[config.mk]
export PLATFORM = sky130hd
export DESIGN_NAME = alu_operand_fetch
export DESIGN_NICKNAME = d
export VERILOG_FILES = /design/src/rtl/alu_pkg.sv /design/src/rtl/alu_operand_fetch_reg_file.sv /design/src/rtl/alu_operand_fetch.sv
export SDC_FILE = /design/constraint.sdc
export NUM_CORES = 2
export LEC_CHECK = 0
export ABC_CLOCK_PERIOD_IN_PS = 107100
export CORE_ASPECT_RATIO = 2
export CORE_MARGIN = 1.5
export CORE_UTILIZATION = 40
export DETAILED_ROUTE_END_ITERATION = 8
export GPL_ROUTABILITY_DRIVEN = 1
export SETUP_SLACK_MARGIN = 0.5
export SLEW_MARGIN = 25
export SYNTH_ARGS = -nofsm -noshare
export SYNTH_HDL_FRONTEND = slang
export SYNTH_SLANG_ARGS = --single-unit
[constraint.sdc]
create_clock -name Clk -period 107.1 [get_ports Clk]
set_input_delay 32.13 -clock Clk [delete_from_list [all_inputs] [get_ports Clk]]
set_output_delay 32.13 -clock Clk [all_outputs]
set_load 0.005 [all_outputs]
[src/rtl/alu_pkg.sv]
// Shared definitions for the ALU operand-fetch stage and the ALU itself.
package alu_pkg;

  localparam int ALU_WIDTH = 32;
  localparam int ALU_NREGS = 32;
  localparam int REG_IDX_W = 5;
  localparam int IMM_W     = 16;

  typedef struct packed {
    logic aOrL;
    logic sOrU;
    logic opCode;
  } alu_ctrl_t;

  typedef enum logic {
    SLOT_EMPTY,
    SLOT_FULL
  } slot_state_e;

  function automatic logic [ALU_WIDTH-1:0] extendImm(input logic [IMM_W-1:0] imm,
                                                     input logic signExt);
    return {{(ALU_WIDTH-IMM_W){signExt & imm[IMM_W-1]}}, imm};
  endfunction

endpackage

[src/rtl/alu_operand_fetch_reg_file.sv]
// Two-read, one-write register file with hard-wired zero register and
// same-cycle writeback bypass on both read ports.
module reg_file
  import alu_pkg::*;
#(
  parameter int NREGS = ALU_NREGS,
  parameter int WIDTH = ALU_WIDTH
) (
  input  logic                     clk_i,
  input  logic                     rst_i,
  input  logic [$clog2(NREGS)-1:0] raddrA_i,
  input  logic [$clog2(NREGS)-1:0] raddrB_i,
  output logic [WIDTH-1:0]         rdataA_o,
  output logic [WIDTH-1:0]         rdataB_o,
  input  logic                     wrEn_i,
  input  logic [$clog2(NREGS)-1:0] wrAddr_i,
  input  logic [WIDTH-1:0]         wrData_i
);

  logic [WIDTH-1:0] mem_q [NREGS];

  always_ff @(posedge clk_i or posedge rst_i) begin
    if (rst_i) begin
      for (int i = 0; i < NREGS; i++) mem_q[i] <= '0;
    end else if (wrEn_i && (wrAddr_i != '0)) begin
      mem_q[wrAddr_i] <= wrData_i;
    end
  end

  // A writeback landing this cycle is forwarded so dependents issue without a bubble.
  assign rdataA_o = (raddrA_i == '0) ? '0 :
                    (wrEn_i && (wrAddr_i == raddrA_i)) ? wrData_i : mem_q[raddrA_i];
  assign rdataB_o = (raddrB_i == '0) ? '0 :
                    (wrEn_i && (wrAddr_i == raddrB_i)) ? wrData_i : mem_q[raddrB_i];

endmodule

[src/rtl/alu_operand_fetch.sv]
// Operand-fetch stage: register read, immediate substitution, RAW scoreboard
// and a single registered output slot feeding the ALU.
module alu_operand_fetch
  import alu_pkg::*;
#(
  parameter int NREGS = ALU_NREGS,
  parameter int WIDTH = ALU_WIDTH
) (
  input  logic                     Clk,
  input  logic                     Reset,
  input  logic                     InValid,
  output logic                     InReady,
  input  logic [$clog2(NREGS)-1:0] Rs,
  input  logic [$clog2(NREGS)-1:0] Rt,
  input  logic [$clog2(NREGS)-1:0] Rd,
  input  logic [IMM_W-1:0]         Imm,
  input  logic                     UseImm,
  input  logic                     A_or_L_In,
  input  logic                     S_or_U_In,
  input  logic                     OpCode_In,
  input  logic                     WbEn,
  input  logic [$clog2(NREGS)-1:0] WbAddr,
  input  logic [WIDTH-1:0]         WbData,
  output logic                     OutValid,
  input  logic                     OutReady,
  output logic [WIDTH-1:0]         A,
  output logic [WIDTH-1:0]         B,
  output logic                     A_or_L,
  output logic                     S_or_U,
  output logic                     OpCode,
  output logic [$clog2(NREGS)-1:0] RdOut
);

  logic [WIDTH-1:0]         rdA, rdB, operandB;
  logic [NREGS-1:0]         pending_q, pending_d;
  logic                     rsHazard, rtHazard, accept;
  slot_state_e              state_q;
  logic [WIDTH-1:0]         a_q, b_q;
  alu_ctrl_t                ctrl_q;
  logic [$clog2(NREGS)-1:0] rd_q;

  reg_file #(.NREGS(NREGS), .WIDTH(WIDTH)) u_regFile (
    .clk_i    (Clk),
    .rst_i    (Reset),
    .raddrA_i (Rs),
    .raddrB_i (Rt),
    .rdataA_o (rdA),
    .rdataB_o (rdB),
    .wrEn_i   (WbEn),
    .wrAddr_i (WbAddr),
    .wrData_i (WbData)
  );

  // A pending source whose producer writes back this very cycle is not a hazard.
  assign rsHazard = (Rs != '0) && pending_q[Rs] && !(WbEn && (WbAddr == Rs));
  assign rtHazard = !UseImm && (Rt != '0) && pending_q[Rt] && !(WbEn && (WbAddr == Rt));
  assign InReady  = !(rsHazard || rtHazard) && (!OutValid || OutReady);
  assign accept   = InValid && InReady;
  assign operandB = UseImm ? WIDTH'(extendImm(Imm, S_or_U_In)) : rdB;

  always_comb begin
    pending_d = pending_q;
    if (WbEn) pending_d[WbAddr] = 1'b0;
    if (accept && (Rd != '0)) pending_d[Rd] = 1'b1;
    pending_d[0] = 1'b0;
  end

  always_ff @(posedge Clk or posedge Reset) begin
    if (Reset) pending_q <= '0;
    else       pending_q <= pending_d;
  end

  always_ff @(posedge Clk or posedge Reset) begin
    if (Reset) begin
      state_q <= SLOT_EMPTY;
      a_q     <= '0;
      b_q     <= '0;
      ctrl_q  <= '0;
      rd_q    <= '0;
    end else begin
      if (accept) begin
        a_q    <= rdA;
        b_q    <= operandB;
        ctrl_q <= '{aOrL: A_or_L_In, sOrU: S_or_U_In, opCode: OpCode_In};
        rd_q   <= Rd;
      end
      unique case (state_q)
        SLOT_EMPTY: if (accept) state_q <= SLOT_FULL;
        SLOT_FULL:  if (!accept && OutReady) state_q <= SLOT_EMPTY;
        default:    state_q <= SLOT_EMPTY;
      endcase
    end
  end

  assign OutValid = (state_q == SLOT_FULL);
  assign A        = a_q;
  assign B        = b_q;
  assign A_or_L   = ctrl_q.aOrL;
  assign S_or_U   = ctrl_q.sOrU;
  assign OpCode   = ctrl_q.opCode;
  assign RdOut    = rd_q;

endmodule
Word-level counts from Yosys, hierarchy flattened
Index checks and enable logic that the tools add are counted.
- memory bits (read-only): 0
- memory bits (writable): 0
- logic and storage cells: 116
- register bits after elaboration: 1128
- memories kept: 0
- latch bits: 0
- shifts and indexed selects: 0
- eq/ne operators: 2
- div/mod/pow operators: 0
- bitwise logic cells: 8
- add/subtract/negate cells: 0
- mux-type cells: 27
- reductions and logical operators: 29
- multiply operators: 0
- magnitude comparators: 10
- operators by type and width (cell ; count):
    1024-bit bitwise mux ; 1
    32-bit two-way mux ; 12
    32-bit binary-select mux with 5-bit select ; 2
    32-bit demux with 5-bit select ; 1
    32-bit bitwise AND ; 1
    32-bit NOT ; 1
    32-bit bitwise OR ; 1
    5-bit by 6-bit less-than comparator with 1-bit output (second input constant) ; 4
    5-bit nonzero test ; 4
    6-bit >= comparator (second input constant) ; 3
    5-bit NOT with 6-bit output ; 3
    1-bit logical AND ; 15
    1-bit binary-select mux with 5-bit select ; 2
    1-bit demux with 5-bit select ; 2
    5-bit equality test ; 2
    5-bit by 1-bit >= comparator with 1-bit output (second input constant) ; 2
    5-bit logical NOT ; 2
    1-bit logical NOT ; 6
    6-bit by 1-bit less-than comparator with 1-bit output (second input constant) ; 1
    1-bit two-way mux ; 6
    1-bit logical OR ; 2
    1-bit one-hot mux with 2 select lines ; 1
    1-bit bitwise AND ; 1
    1-bit NOT ; 1

Logic depth before layout (Yosys ltp)
- depth after elaboration: 12
- depth in mapped cells: 12
- depth with buffers taken out: 6

Modules after synthesis
From an unflattened synthesis, not the netlist that was laid out.
- cell total of the unflattened synthesis: 4139
- area total of the unflattened synthesis: 59729.8 µm²
- modules (own cells, without submodules) (module ; instances ; cells an instance ; seq. area each (µm²) ; area each (µm²)):
    reg_file ; 1 ; 3693 ; 25624.6 ; 54350.9
    alu_operand_fetch ; 1 ; 446 ; 2602.5 ; 5378.9

Worst setup path before layout
Ideal clock, no wire load.
- path type: input-to-output
- from: input port Rt[2]
- to: output port InReady
- data required time: 74970 ps
- buffers on the path: 1
- cell stages on the path: 6
- arrival: 33603 ps
- setup slack: 41367 ps
- cells stage by stage: buf_1 -> mux4_2 -> nand3_1 -> nand2_1 -> o311a_1 -> nor3_2
- longest elaborated chain between the ends: 7
- elaborated cells on any way between the ends: 12
- classes of those cells: eq/ne: 1; mux: 2; reduce/logical: 9
- ends and longest elaborated chain (what ; RTL line ; RTL):
    start: declaration ; alu_operand_fetch.sv:14 ; input logic [$clog2(NREGS)-1:0] Rt,
    1-bit binary-select mux with 5-bit select (tied with other cells) ; alu_operand_fetch.sv:56 ; assign rtHazard = !UseImm && (Rt != '0) && pending_q[Rt] && !(WbEn && (WbAddr == Rt));
    1-bit two-way mux (not written as such) or 1-bit logical AND (tied branches) ; alu_operand_fetch.sv:56 ;
    1-bit logical AND or 1-bit logical NOT (tied branches) ; alu_operand_fetch.sv:56 ;
    1-bit logical AND * ; alu_operand_fetch.sv:56 ;
    1-bit logical OR * ; alu_operand_fetch.sv:57 ; assign InReady = !(rsHazard || rtHazard) && (!OutValid || OutReady);
    1-bit logical NOT * ; alu_operand_fetch.sv:57 ;
    1-bit logical AND * ; alu_operand_fetch.sv:57 ;
    end: declaration ; alu_operand_fetch.sv:12 ; output logic InReady,
Mark *: on every way between the ends. The rest lies on a longest branch, timed or not. The select of a mux whose other input is x is not followed.

Worst setup path in the final report
- from: input port Rs[1]
- to: output port InReady
- longest elaborated chain between the ends: 7
- elaborated cells on any way between the ends: 11
- classes of those cells: eq/ne: 1; mux: 2; reduce/logical: 8
- ends and longest elaborated chain (what ; RTL line ; RTL):
    start: declaration ; alu_operand_fetch.sv:13 ; input logic [$clog2(NREGS)-1:0] Rs,
    1-bit binary-select mux with 5-bit select or 5-bit equality test (tied branches) ; alu_operand_fetch.sv:55 ; assign rsHazard = (Rs != '0) && pending_q[Rs] && !(WbEn && (WbAddr == Rs));
    1-bit two-way mux (not written as such) or 1-bit logical AND (tied branches) ; alu_operand_fetch.sv:55 ;
    1-bit logical AND or 1-bit logical NOT (tied branches) ; alu_operand_fetch.sv:55 ;
    1-bit logical AND * ; alu_operand_fetch.sv:55 ;
    1-bit logical OR * ; alu_operand_fetch.sv:57 ;
    1-bit logical NOT * ; alu_operand_fetch.sv:57 ;
    1-bit logical AND * ; alu_operand_fetch.sv:57 ;
Marked as above.

==> results.toml <==
[clock_network]
clk_latency_ns = 0.73
cts_setup_buffers = 0
numCtsBuffers = 104
clk_path_buf_depth = 3
ctsHoldBuffers = 0
clock-sinks = 1128
cts_resized = 0
root_buffer = "clkbuf_16"
htree_levels = 3
cts_tree = "built"
cts.clk_slew.worst_paths_ns = 0.06

[layout]
fin_cells = 5788
area_growth_pct = 11.6
fin_nets = 3866
register_area_um2 = 28200
final_core_util = 0.450
multi_input_area_um2 = 29200
drive_gt1_frac = 0.500
fillers = 12943

[route]
antenna_left = 0
wl_mm = 196
routed-via-count = 36865
drc = 30
drtIter0Drc = 3223
firstDrtPassIters = 9
wl_per_cell_um = 33.9
viasPerCell = 6.37

[global_routing]
use_met1 = 0.331
grt_max_degree = 178
grt_pass1_wl_mm = 285
met2_usage = 0.439
met3_usage = 0.0457
gr-total-overflow = 0
grt_util_all_layers = 0.263
antenna_found_initial = 7
grt_pass1_vias = 39022
busiest_layer = "met2"

[floorplanning]
dieArea_um2 = 150000
die_h_um = 547
die_w_um = 275
start_util = 0.403
rows = 199
core_um2 = 147000
ios = 151

[timing]
finalHoldViolations = 0
period_minus_slack_ns = 68.51
fin_setup_tns_ns = 0
finClkSkew_ns = 0.0383
max_freq_mhz = 14.6
finalSetupViolCount = 0
slew_headroom = 0.236
rsz0062_at_grt = "false"
maxSlewViolCount = 0
fin_ws_ns = 38.59
fin_crit_sh = 0.640
worst_pin_slew_ns = 1.15

[power]
p_leak_nw = 27.7
power_density_nw_per_um2 = 19.0
p_total_mw = 1.25
vdd.ir_drop.worst_v = 0.0000123

[synthesis]
syn_inst = 3850
yosys.area.top_type = "dfrtp_1"
synth_edf_count = 0
synth_seq_area_share = 0.477
yosys-top-cells-area = "dfrtp_1, mux4_2, mux2_2"
yosys.area.top_type_share = 0.477
synthArstFlopShare = 1.00
synth-seq-cells = 1128
synth_nets = 3927
synthesis.area_um2 = 59200
yosysWarnings = 0
synth.distinct_cells = 57
synth_ff_type = "dfrtp_1"
synth.avg_cell_area_um2 = 15.4

[place]
place.gp.congestion = 0.894
detailed_place_hpwl_mm = 113
io_buffers = 150
dp.cells = 5588
place_ws_ns = 38.66

[flow_run]
cap_violations = 0

[run_status]
violations = "DRC"
status = "complete, but fails checks"

[worst_setup_path]
endpoint_kind = "output pin"
cp_data_arrival_time_ns = 36.38
crit_type = "input port to output pin"
startpoint_type = "input port"
path_max_fanout = 82
critical_path_required_ns = 74.97

[hold_path]
holdCritPathClass = "register to register"
[cells in the mapped netlist, drive strengths merged, types with 3 or more instances]
| library cell | n |
|---|---|
| nand4 | 3 |
| o31ai | 9 |
| nand3 | 98 |
| nor2 | 25 |
| inv | 21 |
| xnor2 | 10 |
| nor2b | 12 |
| nand2b | 3 |
| a22oi | 18 |
| nor4 | 4 |
| buf | 171 |
| a32oi | 16 |
| nor3b | 9 |
| a21oi | 30 |
| and3 | 4 |
| nor3 | 18 |
| a221oi | 22 |
| nand3b | 5 |
| a32o | 38 |
| dfrtp | 1128 |
| and2 | 3 |
| a22o | 22 |
| mux2i | 49 |
| o21ai | 98 |
| a311o | 3 |
| clkbuf | 262 |
| and3b | 3 |
| mux4 | 610 |
| mux2 | 982 |
| o21a | 7 |
| nand2 | 148 |
| or2 | 4 |
| a2111oi | 3 |
[cell families after synthesis]
logic type | share of synthesized area
buf+inv | 0.0341
xor+xnor | 0.00148
flops | 0.477
simple gates | 0.0274
compound gates | 0.0327
mux | 0.427
[cell usage in the layout, fill, tap and decap left out, types with 18 or more instances in the layout]
master and n:
nand3_1 98, buf_4 107, a32o_1 38, dfrtp_1 1128, o21ai_0 97, clkinv_2 21
a22oi_1 18, a221oi_1 22, inv_1 19, nand2_1 133, mux4_2 607, mux2_2 972
mux2i_1 49, a22o_1 22, clkdlybuf4s50_1 136, a21oi_1 30, clkbuf_8 30, clkbuf_16 105
[stage by stage]
stage,hold slack [ns],cell area [um2]
floorplan,0.441,59200
global placement,0.376,62300
detailed placement,0.383,62300
CTS,0.398,65900
global route,0.402,66000
finish,0.399,66000
[critical path, stage by stage]
cell             delay (ns)
buf_8                  0.54
buf_4                  0.71
buf_4                  0.77
mux4_2                 0.41
a22oi_1                0.16
and3_1                 0.22
a211oi_2               0.12
nor3_2                 0.53
clkdlybuf4s50_1        0.63
[power breakdown]
group          total (mW)  switching, mW  internal [mW]  leakage, nW
logic               0.277          0.107          0.170         11.4
clock network       0.405          0.179          0.226         1.81
registers           0.573         0.0611          0.511         14.5
total                1.25          0.347          0.907         27.7
[layout make-up]
cell class | count | area share
multi-input combinational | 2267 | 0.442
antenna | 2 | 0.0000758
clock inverter | 44 | 0.00830
clock buffer | 150 | 0.0469
inverter | 22 | 0.00138
tap | 1909 | 0.0362
timing repair buffer | 266 | 0.0382
sequential | 1128 | 0.427
[sequential cells by signal, summed over array words and instances, names as in the netlist]
name	flops
B	32
A	32
OpCode	1
pending_q	31
OutValid	1
S_or_U	1
u_regFile.mem_q	1024
A_or_L	1
RdOut	5
[routing by layer]
layer | share of wire | wire [um] | vias up
met5 | 0.00019 | 37 | -
met4 | 0.054 | 10600 | 6
met3 | 0.064 | 12500 | 472
li1 | - | - | 14797
met2 | 0.50 | 98100 | 1440
met1 | 0.38 | 74800 | 20150
[final timing paths]
| check | startpoint | to | slack (ns) | depth (start not counted) |
|---|---|---|---|---|
| max reg2reg | pending_q[17] | B[6] | 103.44 | 8 |
| min in group asynchronous | Reset | pending_q[6] | 31.78 | 2 |
| min reg2reg | u_regFile.mem_q[1019] | u_regFile.mem_q[1019] | 0.40 | 0 |
| max | Rs[1] | InReady | 38.59 | 9 |
| min | u_regFile.mem_q[1019] | u_regFile.mem_q[1019] | 0.40 | 0 |
| max in group asynchronous | Reset | u_regFile.mem_q[207] | 72.61 | 7 |
No activity file was read; power rests on OpenSTA's default activity.
